File: config.mk
export PLATFORM = sky130hd
export DESIGN_NAME = uart_rx_fifo_writer
export DESIGN_NICKNAME = d
export VERILOG_FILES = /design/src/rtl/uart_rx_fifo_writer.sv
export SDC_FILE = /design/constraint.sdc
export NUM_CORES = 1
export LEC_CHECK = 0
export ABC_CLOCK_PERIOD_IN_PS = 2300
export BUFFER_PORTS_ARGS = -buffer_cell sky130_fd_sc_hd__buf_2
export CORE_ASPECT_RATIO = 1.25
export CORE_MARGIN = 2
export CORE_UTILIZATION = 55
export DETAILED_ROUTE_END_ITERATION = 16
export PLACE_DENSITY = 0.76
export SYNTH_ARGS = -nofsm -noshare
export SYNTH_HDL_FRONTEND = slang
export SYNTH_SLANG_ARGS = --single-unit
File: constraint.sdc
create_clock -name clk -period 2.3 [get_ports clk]
set_input_delay 0.115 -clock clk [delete_from_list [all_inputs] [get_ports clk]]
set_output_delay 0.115 -clock clk [all_outputs]
set_load 0.01 [all_outputs]
File: src/rtl/uart_rx_fifo_writer.sv
// uart_rx_fifo_writer
// Receives 8N1 UART frames from an asynchronous serial line and writes each
// good byte into the downstream 16x8 receive FIFO. This block performs the
// only full-check on the write path, so every received byte is either
// written exactly once or reported as dropped (overrun or framing error).
//
// Ports:
//   clk        rising-edge clock
//   rst        asynchronous active-low reset
//   rxd        serial line, idle high, asynchronous to clk
//   full       FIFO full flag, used in the stop-sample cycle
//   wr         FIFO write strobe, one-cycle registered pulse
//   din[7:0]   byte to FIFO, registered, changes only with a wr pulse
//   frame_err  one-cycle pulse: stop bit sampled low, byte dropped
//   overrun    one-cycle pulse: good frame while full, byte dropped
//   busy       high whenever the receiver is not idle
module uart_rx_fifo_writer #(
    parameter int CLKS_PER_BIT = 16
) (
    input  logic       clk,
    input  logic       rst,
    input  logic       rxd,
    input  logic       full,
    output logic       wr,
    output logic [7:0] din,
    output logic       frame_err,
    output logic       overrun,
    output logic       busy
);

    localparam int TW = $clog2(CLKS_PER_BIT);
    localparam logic [TW-1:0] TICK_HALF = TW'(CLKS_PER_BIT / 2 - 1);
    localparam logic [TW-1:0] TICK_LAST = TW'(CLKS_PER_BIT - 1);
    localparam logic [TW-1:0] TICK_ZERO = '0;
    localparam logic [TW-1:0] TICK_ONE  = {{(TW-1){1'b0}}, 1'b1};

    typedef enum logic [1:0] {
        S_IDLE  = 2'd0,
        S_START = 2'd1,
        S_DATA  = 2'd2,
        S_STOP  = 2'd3
    } state_t;

    state_t          state_q, state_d;
    logic [TW-1:0]   tick_q, tick_d;
    logic [2:0]      bitn_q, bitn_d;
    logic [7:0]      shreg_q, shreg_d;
    logic [7:0]      din_q, din_d;
    logic            wr_q, wr_d;
    logic            frame_err_q, frame_err_d;
    logic            overrun_q, overrun_d;
    logic            busy_q, busy_d;
    // Two-flop synchroniser (sync1, rx_s) plus one history flop for edge detect.
    logic            sync1_q, sync1_d;
    logic            rx_s_q, rx_s_d;
    logic            rx_prev_q, rx_prev_d;

    // Next-state logic for the synchroniser, receive FSM and outcome pulses.
    always_comb begin
        state_d     = state_q;
        tick_d      = tick_q;
        bitn_d      = bitn_q;
        shreg_d     = shreg_q;
        din_d       = din_q;
        wr_d        = 1'b0;
        frame_err_d = 1'b0;
        overrun_d   = 1'b0;
        sync1_d     = rxd;
        rx_s_d      = sync1_q;
        rx_prev_d   = rx_s_q;

        case (state_q)
            S_IDLE: begin
                // Requiring rx_prev high means a held-low (break) line never
                // retriggers; only a fresh falling edge starts a frame.
                if (rx_prev_q && !rx_s_q) begin
                    state_d = S_START;
                    tick_d  = TICK_ZERO;
                end else begin
                    state_d = S_IDLE;
                end
            end
            S_START: begin
                if (tick_q == TICK_HALF) begin
                    tick_d = TICK_ZERO;
                    if (!rx_s_q) begin
                        state_d = S_DATA;
                        bitn_d  = 3'd0;
                    end else begin
                        // Line went back high before mid start bit: glitch.
                        state_d = S_IDLE;
                    end
                end else begin
                    tick_d = tick_q + TICK_ONE;
                end
            end
            S_DATA: begin
                if (tick_q == TICK_LAST) begin
                    tick_d  = TICK_ZERO;
                    shreg_d = {rx_s_q, shreg_q[7:1]};
                    if (bitn_q == 3'd7) begin
                        state_d = S_STOP;
                    end else begin
                        bitn_d = bitn_q + 3'd1;
                    end
                end else begin
                    tick_d = tick_q + TICK_ONE;
                end
            end
            S_STOP: begin
                // Leaving at mid stop bit gives half a bit of slack so a start
                // edge directly after the stop bit is still seen in IDLE.
                if (tick_q == TICK_LAST) begin
                    tick_d  = TICK_ZERO;
                    state_d = S_IDLE;
                    if (!rx_s_q) begin
                        frame_err_d = 1'b1;
                    end else if (full) begin
                        overrun_d = 1'b1;
                    end else begin
                        wr_d  = 1'b1;
                        din_d = shreg_q;
                    end
                end else begin
                    tick_d = tick_q + TICK_ONE;
                end
            end
            default: begin
                state_d = S_IDLE;
                tick_d  = TICK_ZERO;
            end
        endcase

        busy_d = (state_d != S_IDLE);
    end

    // State and output registers; reset discards any partial frame.
    always_ff @(posedge clk or negedge rst) begin
        if (!rst) begin
            state_q     <= S_IDLE;
            tick_q      <= TICK_ZERO;
            bitn_q      <= 3'd0;
            shreg_q     <= 8'h00;
            din_q       <= 8'h00;
            wr_q        <= 1'b0;
            frame_err_q <= 1'b0;
            overrun_q   <= 1'b0;
            busy_q      <= 1'b0;
            sync1_q     <= 1'b1;
            rx_s_q      <= 1'b1;
            rx_prev_q   <= 1'b1;
        end else begin
            state_q     <= state_d;
            tick_q      <= tick_d;
            bitn_q      <= bitn_d;
            shreg_q     <= shreg_d;
            din_q       <= din_d;
            wr_q        <= wr_d;
            frame_err_q <= frame_err_d;
            overrun_q   <= overrun_d;
            busy_q      <= busy_d;
            sync1_q     <= sync1_d;
            rx_s_q      <= rx_s_d;
            rx_prev_q   <= rx_prev_d;
        end
    end

    assign wr        = wr_q;
    assign din       = din_q;
    assign frame_err = frame_err_q;
    assign overrun   = overrun_q;
    assign busy      = busy_q;

endmodule

==> flow_summary.yaml <==
run_status:
  outcome: "finished clean"
setup_path:
  cp-end-kind: "flip-flop"
  critical-path-slowest-cell: "dfrtp_1"
  critPathKind: "reg -> reg"
  crit_start: "tick_q[0]"
  critPathLaunchType: "flip-flop"
  crit_family: "simple AND/OR/NAND/NOR gates"
  crit_arrival_ps: 2020
  crit_required_ps: 2510
  reg2reg_from: "tick_q[0]"
  cp_max_fo: 9
  critPathMaxStageDelay_ps: 430
  crit_chain: "ha_1 -> nand4_4 -> nor3_4 -> mux2_2"
  path_buf_inv: 0
sta:
  relSlewSlack: 0.548
  timing.fmax_mhz: 554
  period_share: 0.785
  fin_setup_tns_ps: 0
  min_period_ps: 1810
  finalSetupViolations: 0
  rsz0062_at_grt: "no"
  skew_ps: 4.00
  hold-worst-slack_ps: 22.7
  finalHoldViolCount: 0
  worstMarginPinSlew_ps: 679
  slew_violations: 0
grt:
  grt_overflow: 0
  grt.total_usage: 0.180
  grt_pass1_vias: 823
  grt_max_degree: 33
  grt_pass1_wl_mm: 3.62
  grt_antenna_before_repair: 0
floorplan:
  ioPinCount: 16
  start_util: 0.590
  die_x_um: 48.0
  coreArea_um2: 2260
  std_cell_rows: 19
  design.die.area_um2: 2830
  die_y_um: 59.0
pwr:
  total_leakage_power_nw: 0.775
  power_density_nw_per_um2: 981
  irDropWorstVdd_mv: 0.679
  total_power_mw: 1.52
placed_design:
  dpl.hpwl_mm: 1.39
  port_buffers: 15
  placed_cell_area_um2: 1440
  gp_congestion: 0.842
routing:
  viasPerCell: 5.56
  dr_wl_met3_um: 97
  num_vias: 851
  drtPass1Iterations: 4
  drc: 0
  routedWlPerCell_um: 13.5
  first_iter_violations: 6
  wl_met1_um: 942
  wl_mm: 2.06
  ant_nets: 0
  topRoutingLayerUsed: "met4"
  wl_met2_um: 987
clock_tree:
  path_clk_slew_ps: 100
  cts_root_buf: "clkbuf_4"
  post_cts_buffers: 0
  cts_max_path_buffers: 2
  cts.sinks: 32
  clk_latency_ps: 320
  cts_tree: "yes"
  cts_made_buffers: 5
  cts.htree.levels: 2
final_layout:
  num_antenna_cells: 0
  layout-drive-gt1-share: 0.393
  fillers: 160
  area_growth_syn_to_layout_pct: 16.6
  fin_util: 0.688
  final_nets: 128
  fin_area_um2: 1550
synthesis:
  ys_seq_elements: 32
  synth_area_um2: 1330
  async_reset_ff_frac: 1.00
  synth.most_common_cell: "dfrtp_1"
  yosysWarnings: 0
  ys.flop_type: "dfrtp_1"
  seq_area_frac_synth: 0.604
  synth_nets: 106
  ys_top_cells_by_area: "dfrtp_1 54%, mux2_2 14%, dfstp_2 5.9%"
  avgSynthCellArea_um2: 13.5
  synth_common_cells: "29 x dfrtp_1, 17 x mux2_2, 6 x nand2_1"
  synth_top_area_cell: "dfrtp_1"
  synth_top_cell_area_share: 0.545
  netlist-cell-type-count: 32
  synthCells: 99
  synth_edf_count: 0
hold_path:
  min_from: "full"
  min_path_type: "in -> reg"
flow_run:
  max_cap_viol_count: 0
## worst reg2reg max path: stages (launching register included)
cell,delay (ps)
dfrtp_1,430
ha_1,300
nand4_4,160
nor3_4,420
mux2_2,390
## registers in the layout, summed over array words and instances, names as in the netlist
register / cells
frame_err: 1
rx_prev_q: 1
wr: 1
busy: 1
rx_prev_d: 1
shreg_q: 8
overrun: 1
din: 8
bitn_q: 3
rx_s_d: 1
tick_q: 4
state_q: 2
## where the power goes
part	leakage [nW]	switching, mW	internal [mW]
registers	0.418	0.135	0.638
logic	0.306	0.135	0.142
clock network	0.0515	0.185	0.289
## what timing repair did
action,4_1_cts,5_1_grt
hold endpoints to repair,30,0
endpoints found under the setup margin,0,0
resized for setup,0,0
hold buffers,2,0
## cells by family (layout without fill, tap and decap cells)
kind of cell / after synthesis / count (layout) / synth area share
DFF: 32 / 32 / 0.604
and+or+nand+nor: 27 / 27 / 0.132
AOI/OAI and AO/OA: 17 / 17 / 0.0836
muxes: 17 / 17 / 0.144
adders and majority gates: 3 / 3 / 0.0282
buffers and inverters: 3 / 26 / 0.00845
## final cells by class
class | count | area (µm²) | share of cell area
Timing Repair Buffer | 17 | 95.1 | 0.0612
Tap cell | 31 | 38.8 | 0.0250
Multi-Input combinational cell | 64 | 517 | 0.333
Clock inverter | 1 | 30.0 | 0.0193
Clock buffer | 7 | 65.1 | 0.0419
Inverter | 1 | 3.75 | 0.00242
Sequential cell | 32 | 805 | 0.518
## worst paths after layout
| check | to | cells past startpoint | slack (ps) |
|---|---|---|---|
| max | din[6] | 4 | 490 |
| min | wr | 2 | 20 |
| max reg2reg | din[6] | 4 | 490 |
| min reg2reg | rx_prev_d | 0 | 360 |
| max in group asynchronous | shreg_q[5] | 2 | 1510 |
| min in group asynchronous | tick_q[2] | 2 | 350 |
## placed cells by master (no fill, tap or decap), drive strengths merged
cell / n
a211o: 1
a21boi: 1
a21o: 1
a21oi: 4
a22o: 2
a31oi: 1
and2b: 1
and3b: 1
buf: 15
bufinv: 1
clkbuf: 7
dfrtp: 29
dfstp: 3
dlygate4sd3: 2
ha: 3
inv: 1
mux2: 17
nand2: 7
nand3: 3
nand4: 2
nor2: 3
nor2b: 2
nor3: 4
nor3b: 1
nor4b: 1
o21a: 1
o21ai: 4
o21bai: 1
o22a: 1
or2: 1
or3b: 1
## layer usage
metal	GRT usage	vias to the layer above
met5	0	-
met4	0.0811	0
met3	0.0518	5
met2	0.259	21
met1	0.251	424
li1	-	401
## metrics by stage
stage,cells,worst slack (ps)
2_1_floorplan,99,681
3_3_place_gp,143,563
3_5_place_dp,143,498
4_1_cts,153,484
5_1_grt,153,349
6_report,153,495
No activity file was read; power rests on OpenSTA's default activity.
